[src/rtl/nonrestoring_divider.sv]
`default_nettype none
// ============================================================================
// Module      : nonrestoring_divider
// Description : Multi-cycle signed divider using the non-restoring algorithm
//               on operand magnitudes, with a final sign/remainder fix-up.
//               Results truncate toward zero; the remainder takes the sign
//               of the dividend. A zero divisor is flagged and bypasses the
//               iteration.
//
// Ports       : clk         - clock, rising edge
//               rst         - synchronous active-high reset
//               start       - operation request, honoured only when idle
//               dividend    - signed dividend, captured on accepted start
//               divisor     - signed divisor, captured on accepted start
//               busy        - iteration / fix-up in progress
//               done        - one-cycle pulse, results valid
//               quotient    - signed quotient (held until next completion)
//               remainder   - signed remainder (held until next completion)
//               div_by_zero - last completed operation had a zero divisor
//
// Revision    : 1.0 - initial release
// ============================================================================
module nonrestoring_divider #(
    parameter int WIDTH = 8
) (
    input  logic             clk,
    input  logic             rst,
    input  logic             start,
    input  logic [WIDTH-1:0] dividend,
    input  logic [WIDTH-1:0] divisor,
    output logic             busy,
    output logic             done,
    output logic [WIDTH-1:0] quotient,
    output logic [WIDTH-1:0] remainder,
    output logic             div_by_zero
);

    typedef enum logic [1:0] {
        S_IDLE = 2'd0,
        S_CALC = 2'd1,
        S_FIX  = 2'd2,
        S_DONE = 2'd3
    } state_t;

    // Counter holds the index of the current step, 0 .. WIDTH-1.
    localparam int              c_CW       = (WIDTH > 2) ? $clog2(WIDTH) : 1;
    localparam logic [c_CW-1:0] c_LAST     = c_CW'(WIDTH - 1);
    localparam logic [c_CW-1:0] c_CNT_ONE  = c_CW'(1);

    state_t           r_state;
    logic [c_CW-1:0]  r_cnt;
    logic [WIDTH:0]   r_rem;     // one extra bit so 2*rem +/- d never overflows
    logic [WIDTH-1:0] r_q;       // dividend magnitude shifts out, quotient shifts in
    logic [WIDTH-1:0] r_dmag;
    logic             r_neg_q;
    logic             r_neg_r;

    logic [WIDTH-1:0] w_a_mag;
    logic [WIDTH-1:0] w_b_mag;
    logic [WIDTH:0]   w_d_ext;
    logic [WIDTH:0]   w_rem_sh;
    logic [WIDTH:0]   w_rem_step;
    logic [WIDTH-1:0] w_q_step;
    logic [WIDTH:0]   w_rem_fix;
    logic [WIDTH-1:0] w_q_fin;
    logic [WIDTH-1:0] w_r_fin;

    // Magnitudes as unsigned WIDTH-bit values; the most negative number
    // maps onto 2^(WIDTH-1), which is still representable unsigned.
    assign w_a_mag = dividend[WIDTH-1] ? -dividend : dividend;
    assign w_b_mag = divisor[WIDTH-1]  ? -divisor  : divisor;

    assign w_d_ext    = {1'b0, r_dmag};
    assign w_rem_sh   = {r_rem[WIDTH-1:0], r_q[WIDTH-1]};
    assign w_rem_step = r_rem[WIDTH] ? (w_rem_sh + w_d_ext) : (w_rem_sh - w_d_ext);
    assign w_q_step   = {r_q[WIDTH-2:0], ~w_rem_step[WIDTH]};

    // Final correction: a negative partial remainder is restored once.
    assign w_rem_fix = r_rem[WIDTH] ? (r_rem + w_d_ext) : r_rem;
    assign w_q_fin   = r_neg_q ? -r_q : r_q;
    assign w_r_fin   = r_neg_r ? -w_rem_fix[WIDTH-1:0] : w_rem_fix[WIDTH-1:0];

    assign busy = (r_state == S_CALC) || (r_state == S_FIX);

    always_ff @(posedge clk) begin
        if (rst) begin
            r_state     <= S_IDLE;
            r_cnt       <= '0;
            r_rem       <= '0;
            r_q         <= '0;
            r_dmag      <= '0;
            r_neg_q     <= 1'b0;
            r_neg_r     <= 1'b0;
            done        <= 1'b0;
            quotient    <= '0;
            remainder   <= '0;
            div_by_zero <= 1'b0;
        end else begin
            // done is a registered image of the DONE state, so it rises one
            // edge after the state is entered and lasts exactly one cycle.
            done <= (r_state == S_DONE);

            case (r_state)
                S_IDLE: begin
                    if (start) begin
                        if (divisor == '0) begin
                            quotient    <= '1;
                            remainder   <= dividend;
                            div_by_zero <= 1'b1;
                            r_state     <= S_DONE;
                        end else begin
                            r_rem   <= '0;
                            r_q     <= w_a_mag;
                            r_dmag  <= w_b_mag;
                            r_neg_q <= dividend[WIDTH-1] ^ divisor[WIDTH-1];
                            r_neg_r <= dividend[WIDTH-1];
                            r_cnt   <= '0;
                            r_state <= S_CALC;
                        end
                    end
                end

                S_CALC: begin
                    r_rem <= w_rem_step;
                    r_q   <= w_q_step;
                    r_cnt <= r_cnt + c_CNT_ONE;
                    if (r_cnt == c_LAST) begin
                        r_state <= S_FIX;
                    end
                end

                S_FIX: begin
                    quotient    <= w_q_fin;
                    remainder   <= w_r_fin;
                    div_by_zero <= 1'b0;
                    r_state     <= S_DONE;
                end

                S_DONE: begin
                    r_state <= S_IDLE;
                end

                default: begin
                    r_state <= S_IDLE;
                end
            endcase
        end
    end

endmodule
`default_nettype wire

[config.mk]
export PLATFORM = sky130hd
export DESIGN_NAME = nonrestoring_divider
export DESIGN_NICKNAME = d
export VERILOG_FILES = /design/src/rtl/nonrestoring_divider.sv
export SDC_FILE = /design/constraint.sdc
export NUM_CORES = 1
export LEC_CHECK = 0
export CAP_MARGIN = 20
export CORE_AREA = 2 2 132 83
export CTS_CLUSTER_SIZE = 12
export DETAILED_ROUTE_END_ITERATION = 16
export DIE_AREA = 0 0 134 85
export GPL_TIMING_DRIVEN = 0
export SLEW_MARGIN = 20
export SYNTH_ARGS = -nofsm -noshare
export SYNTH_HDL_FRONTEND = slang
export SYNTH_SLANG_ARGS = --single-unit
[constraint.sdc]
create_clock -name clk -period 2.8 [get_ports clk]
set_clock_uncertainty 0.2 [all_clocks]
set_input_delay 0.56 -clock clk [delete_from_list [all_inputs] [get_ports clk]]
set_output_delay 0.56 -clock clk [all_outputs]
set_load 0.005 [all_outputs]
==> results.cfg <==
[timing]
worst_slack_ns = 0.0697
fin_setup_tns_ns = 0
final_max_slew_viol_count = 0
timing.slew.headroom = 0.576
period_needed_ns = 2.73
fin_crit_sh = 0.975
setup_viol = 0
max_freq_mhz = 366
rsz0062_at_grt = true
worst_pin_slew_ns = 0.636
hold_viol = 0

[power]
peakVddDrop_mv = 0.350
power.leakage_nw = 1.73
p_total_mw = 3.68
powerDensity_nw_per_um2 = 815

[cts]
cts_sinks = 50
path_clk_slew_ns = 0.07
cts_inserted_buffers = 5
worstSkewPairLatency_ns = 0.30
cts-root-buf = clkbuf_16
htree_levels = 2
cts_tree = done
clock_path_buffers = 2

[die]
boundaryPins = 38
die_y_um = 85
die_w_um = 134
row_count = 29
die_area_um2 = 11400
start_util = 0.342
coreArea_um2 = 10200

[drt]
first_pass_iters = 5
drt_iter0_drc = 282
ant_nets = 0
dr_total_vias = 3298
wirelength_um = 10300
top_layer_used = met4
drc_errors = 0
wl_met1_um = 5680
wl_met2_um = 3940
via_per_inst = 5.28
routed-wl-met3_um = 533
routedWlPerCell_um = 16.4

[min_path]
hold_path_class = flip-flop to flip-flop

[yosys]
avgSynthCellArea_um2 = 8.00
ys_ff_latch = 50
ys_seq_area_frac = 0.287
synth_edf_count = 0
async_reset_ff_frac = 0
synth_cell_types = 57
syn_nets = 483
postSynthCellCount = 436
synth-warning-count = 0
synth_ff_type = dfxtp_1
synth.cell_area_um2 = 3490

[cells_and_area]
antenna_cells = 0
synthToLayoutAreaGrowth_pct = 29.5
layoutNonFillerInstCount = 625
finalNetCount = 532
nFillCells = 1006
layout-drive-gt1-share = 0.158
final_area_um2 = 4520

[critical_path]
rr_startpoint = r_rem[0]
cp-end-kind = flip-flop
cp.arrival_ns = 2.76
r2r_end = remainder[6]
crit_path_max_fanout = 6
crit_path_end = remainder[6]
reg2reg_slack_ns = 0.07
setup.worst_path.start = r_rem[0]
critPathLaunchType = flip-flop
ff2ff_path_depth = 9
crit_required_ns = 2.83
critPathKind = flip-flop to flip-flop

[place]
io_buffer_count = 34
dpl_cell_area_um2 = 4010
hpwl_um = 7690
dp_cells = 609
preCtsSetupSlack_ns = -0.433
gp_congestion = 0.858

[global_route]
groute.usage.overall = 0.181
grt_max_degree = 16
grt_pass1_vias = 2974
grt_overflow = 0
grt_pass1_wl_um = 16000
antenna_found_initial = 0

[status]
status = finished, final reports clean

[job]
maxCapViolations = 0
## state kept, by name, indices dropped and copies added (netlist names)
signal       count
div_by_zero      1
done             1
quotient         8
r_cnt            3
r_dmag           8
r_neg_q          1
r_neg_r          1
r_q              8
r_rem            9
r_state          2
remainder        8
## worst max-delay path, stage by stage (launching register included)
cell	delay [ns]
dfxtp_2	0.37
ha_2	0.22
fa_2	0.35
a211oi_2	0.26
nor3b_1	0.11
o2111a_1	0.27
nor3_4	0.27
nor2_1	0.07
a2111o_1	0.41
o22ai_1	0.11
## cell families (layout without fill, tap and decap cells)
logic type | after synthesis | after routing | synth area share
XOR/XNOR | 40 | 40 | 0.101
buffers and inverters | 43 | 93 | 0.0520
AND/OR/NAND/NOR | 158 | 158 | 0.209
AO/OA/AOI/OAI | 101 | 101 | 0.199
adder cells (fa/ha/maj) | 28 | 28 | 0.105
flip-flops | 50 | 50 | 0.287
multiplexers | 16 | 16 | 0.0474
## worst min-delay path by stage
stage,depth (start not counted),to,start
finish,2,remainder[2],remainder[2]
global route,2,r_cnt[2],r_cnt[2]
floorplan,2,r_cnt[1],r_cnt[1]
detailed placement,2,r_cnt[1],r_cnt[1]
global placement,2,remainder[0],remainder[0]
CTS,2,r_cnt[1],r_cnt[1]
## power breakdown
group | switching (mW) | internal, mW
clock network | 0.281 | 0.537
registers | 0.159 | 0.871
logic | 0.996 | 0.838
## cells in the final DEF, fill, tap and decap left out, types with 15 or more instances in the layout
cell type,count
nor2_1,49
a21oi_1,27
ha_1,22
clkdlybuf4s50_1,34
o21ai_0,15
nand2_1,50
xor2_1,22
xnor2_1,17
dfxtp_1,45
inv_1,16
## cell usage after synthesis, types with 3 or more instances
cell type / number / area [µm²]
xor2_1: 23 / 201
o31ai_1: 5 / 37.5
a31oi_1: 3 / 18.8
a22oi_1: 3 / 22.5
nand2b_1: 10 / 62.6
mux2i_1: 14 / 140
a211oi_1: 9 / 67.6
nor3_1: 10 / 50.1
clkbuf_1: 13 / 48.8
inv_1: 18 / 67.6
nor2b_1: 6 / 37.5
ha_1: 26 / 325
o22ai_1: 7 / 43.8
nor4_1: 3 / 18.8
nor3b_1: 3 / 22.5
nand3_1: 8 / 40.0
a21oi_1: 29 / 145
buf_2: 10 / 50.1
nor2_1: 52 / 195
dfxtp_1: 50 / 1000
o21ai_0: 16 / 80.1
nand2_1: 51 / 191
xnor2_1: 17 / 149
a21o_1: 3 / 22.5
a311oi_1: 3 / 26.3
## layer usage
metal | vias to the layer above | GRT usage
met3 | 12 | 0.0388
met2 | 85 | 0.241
met5 | - | 0
met1 | 1575 | 0.289
li1 | 1626 | -
met4 | 0 | 0.0435
## stage by stage
step                       util  hold slack (ns)
final                     0.443            0.260
after global routing      0.443            0.289
after floorplan               -            0.236
after CTS                 0.426            0.262
after detailed placement  0.393            0.251
after global placement    0.393            0.245
## area by class of cell
cell class / instances / area (µm²) / area share
Multi-Input combinational cell: 343 / 2510 / 0.556
Tap cell: 139 / 174 / 0.0385
Inverter: 18 / 67.6 / 0.0150
Buffer: 22 / 128 / 0.0283
Timing Repair Buffer: 45 / 423 / 0.0937
Clock inverter: 2 / 60.1 / 0.0133
Sequential cell: 50 / 1010 / 0.225
Clock buffer: 6 / 139 / 0.0308
## what timing repair did
| action | in CTS | in global routing |
|---|---|---|
| buffers inserted | 7 | 4 |
| endpoints found under the setup margin | 18 | 34 |
| resized for setup | 20 | 39 |
| hold buffers | 0 | 0 |
| pin swaps | 9 | 21 |
Power figures use the tool's default switching activity.
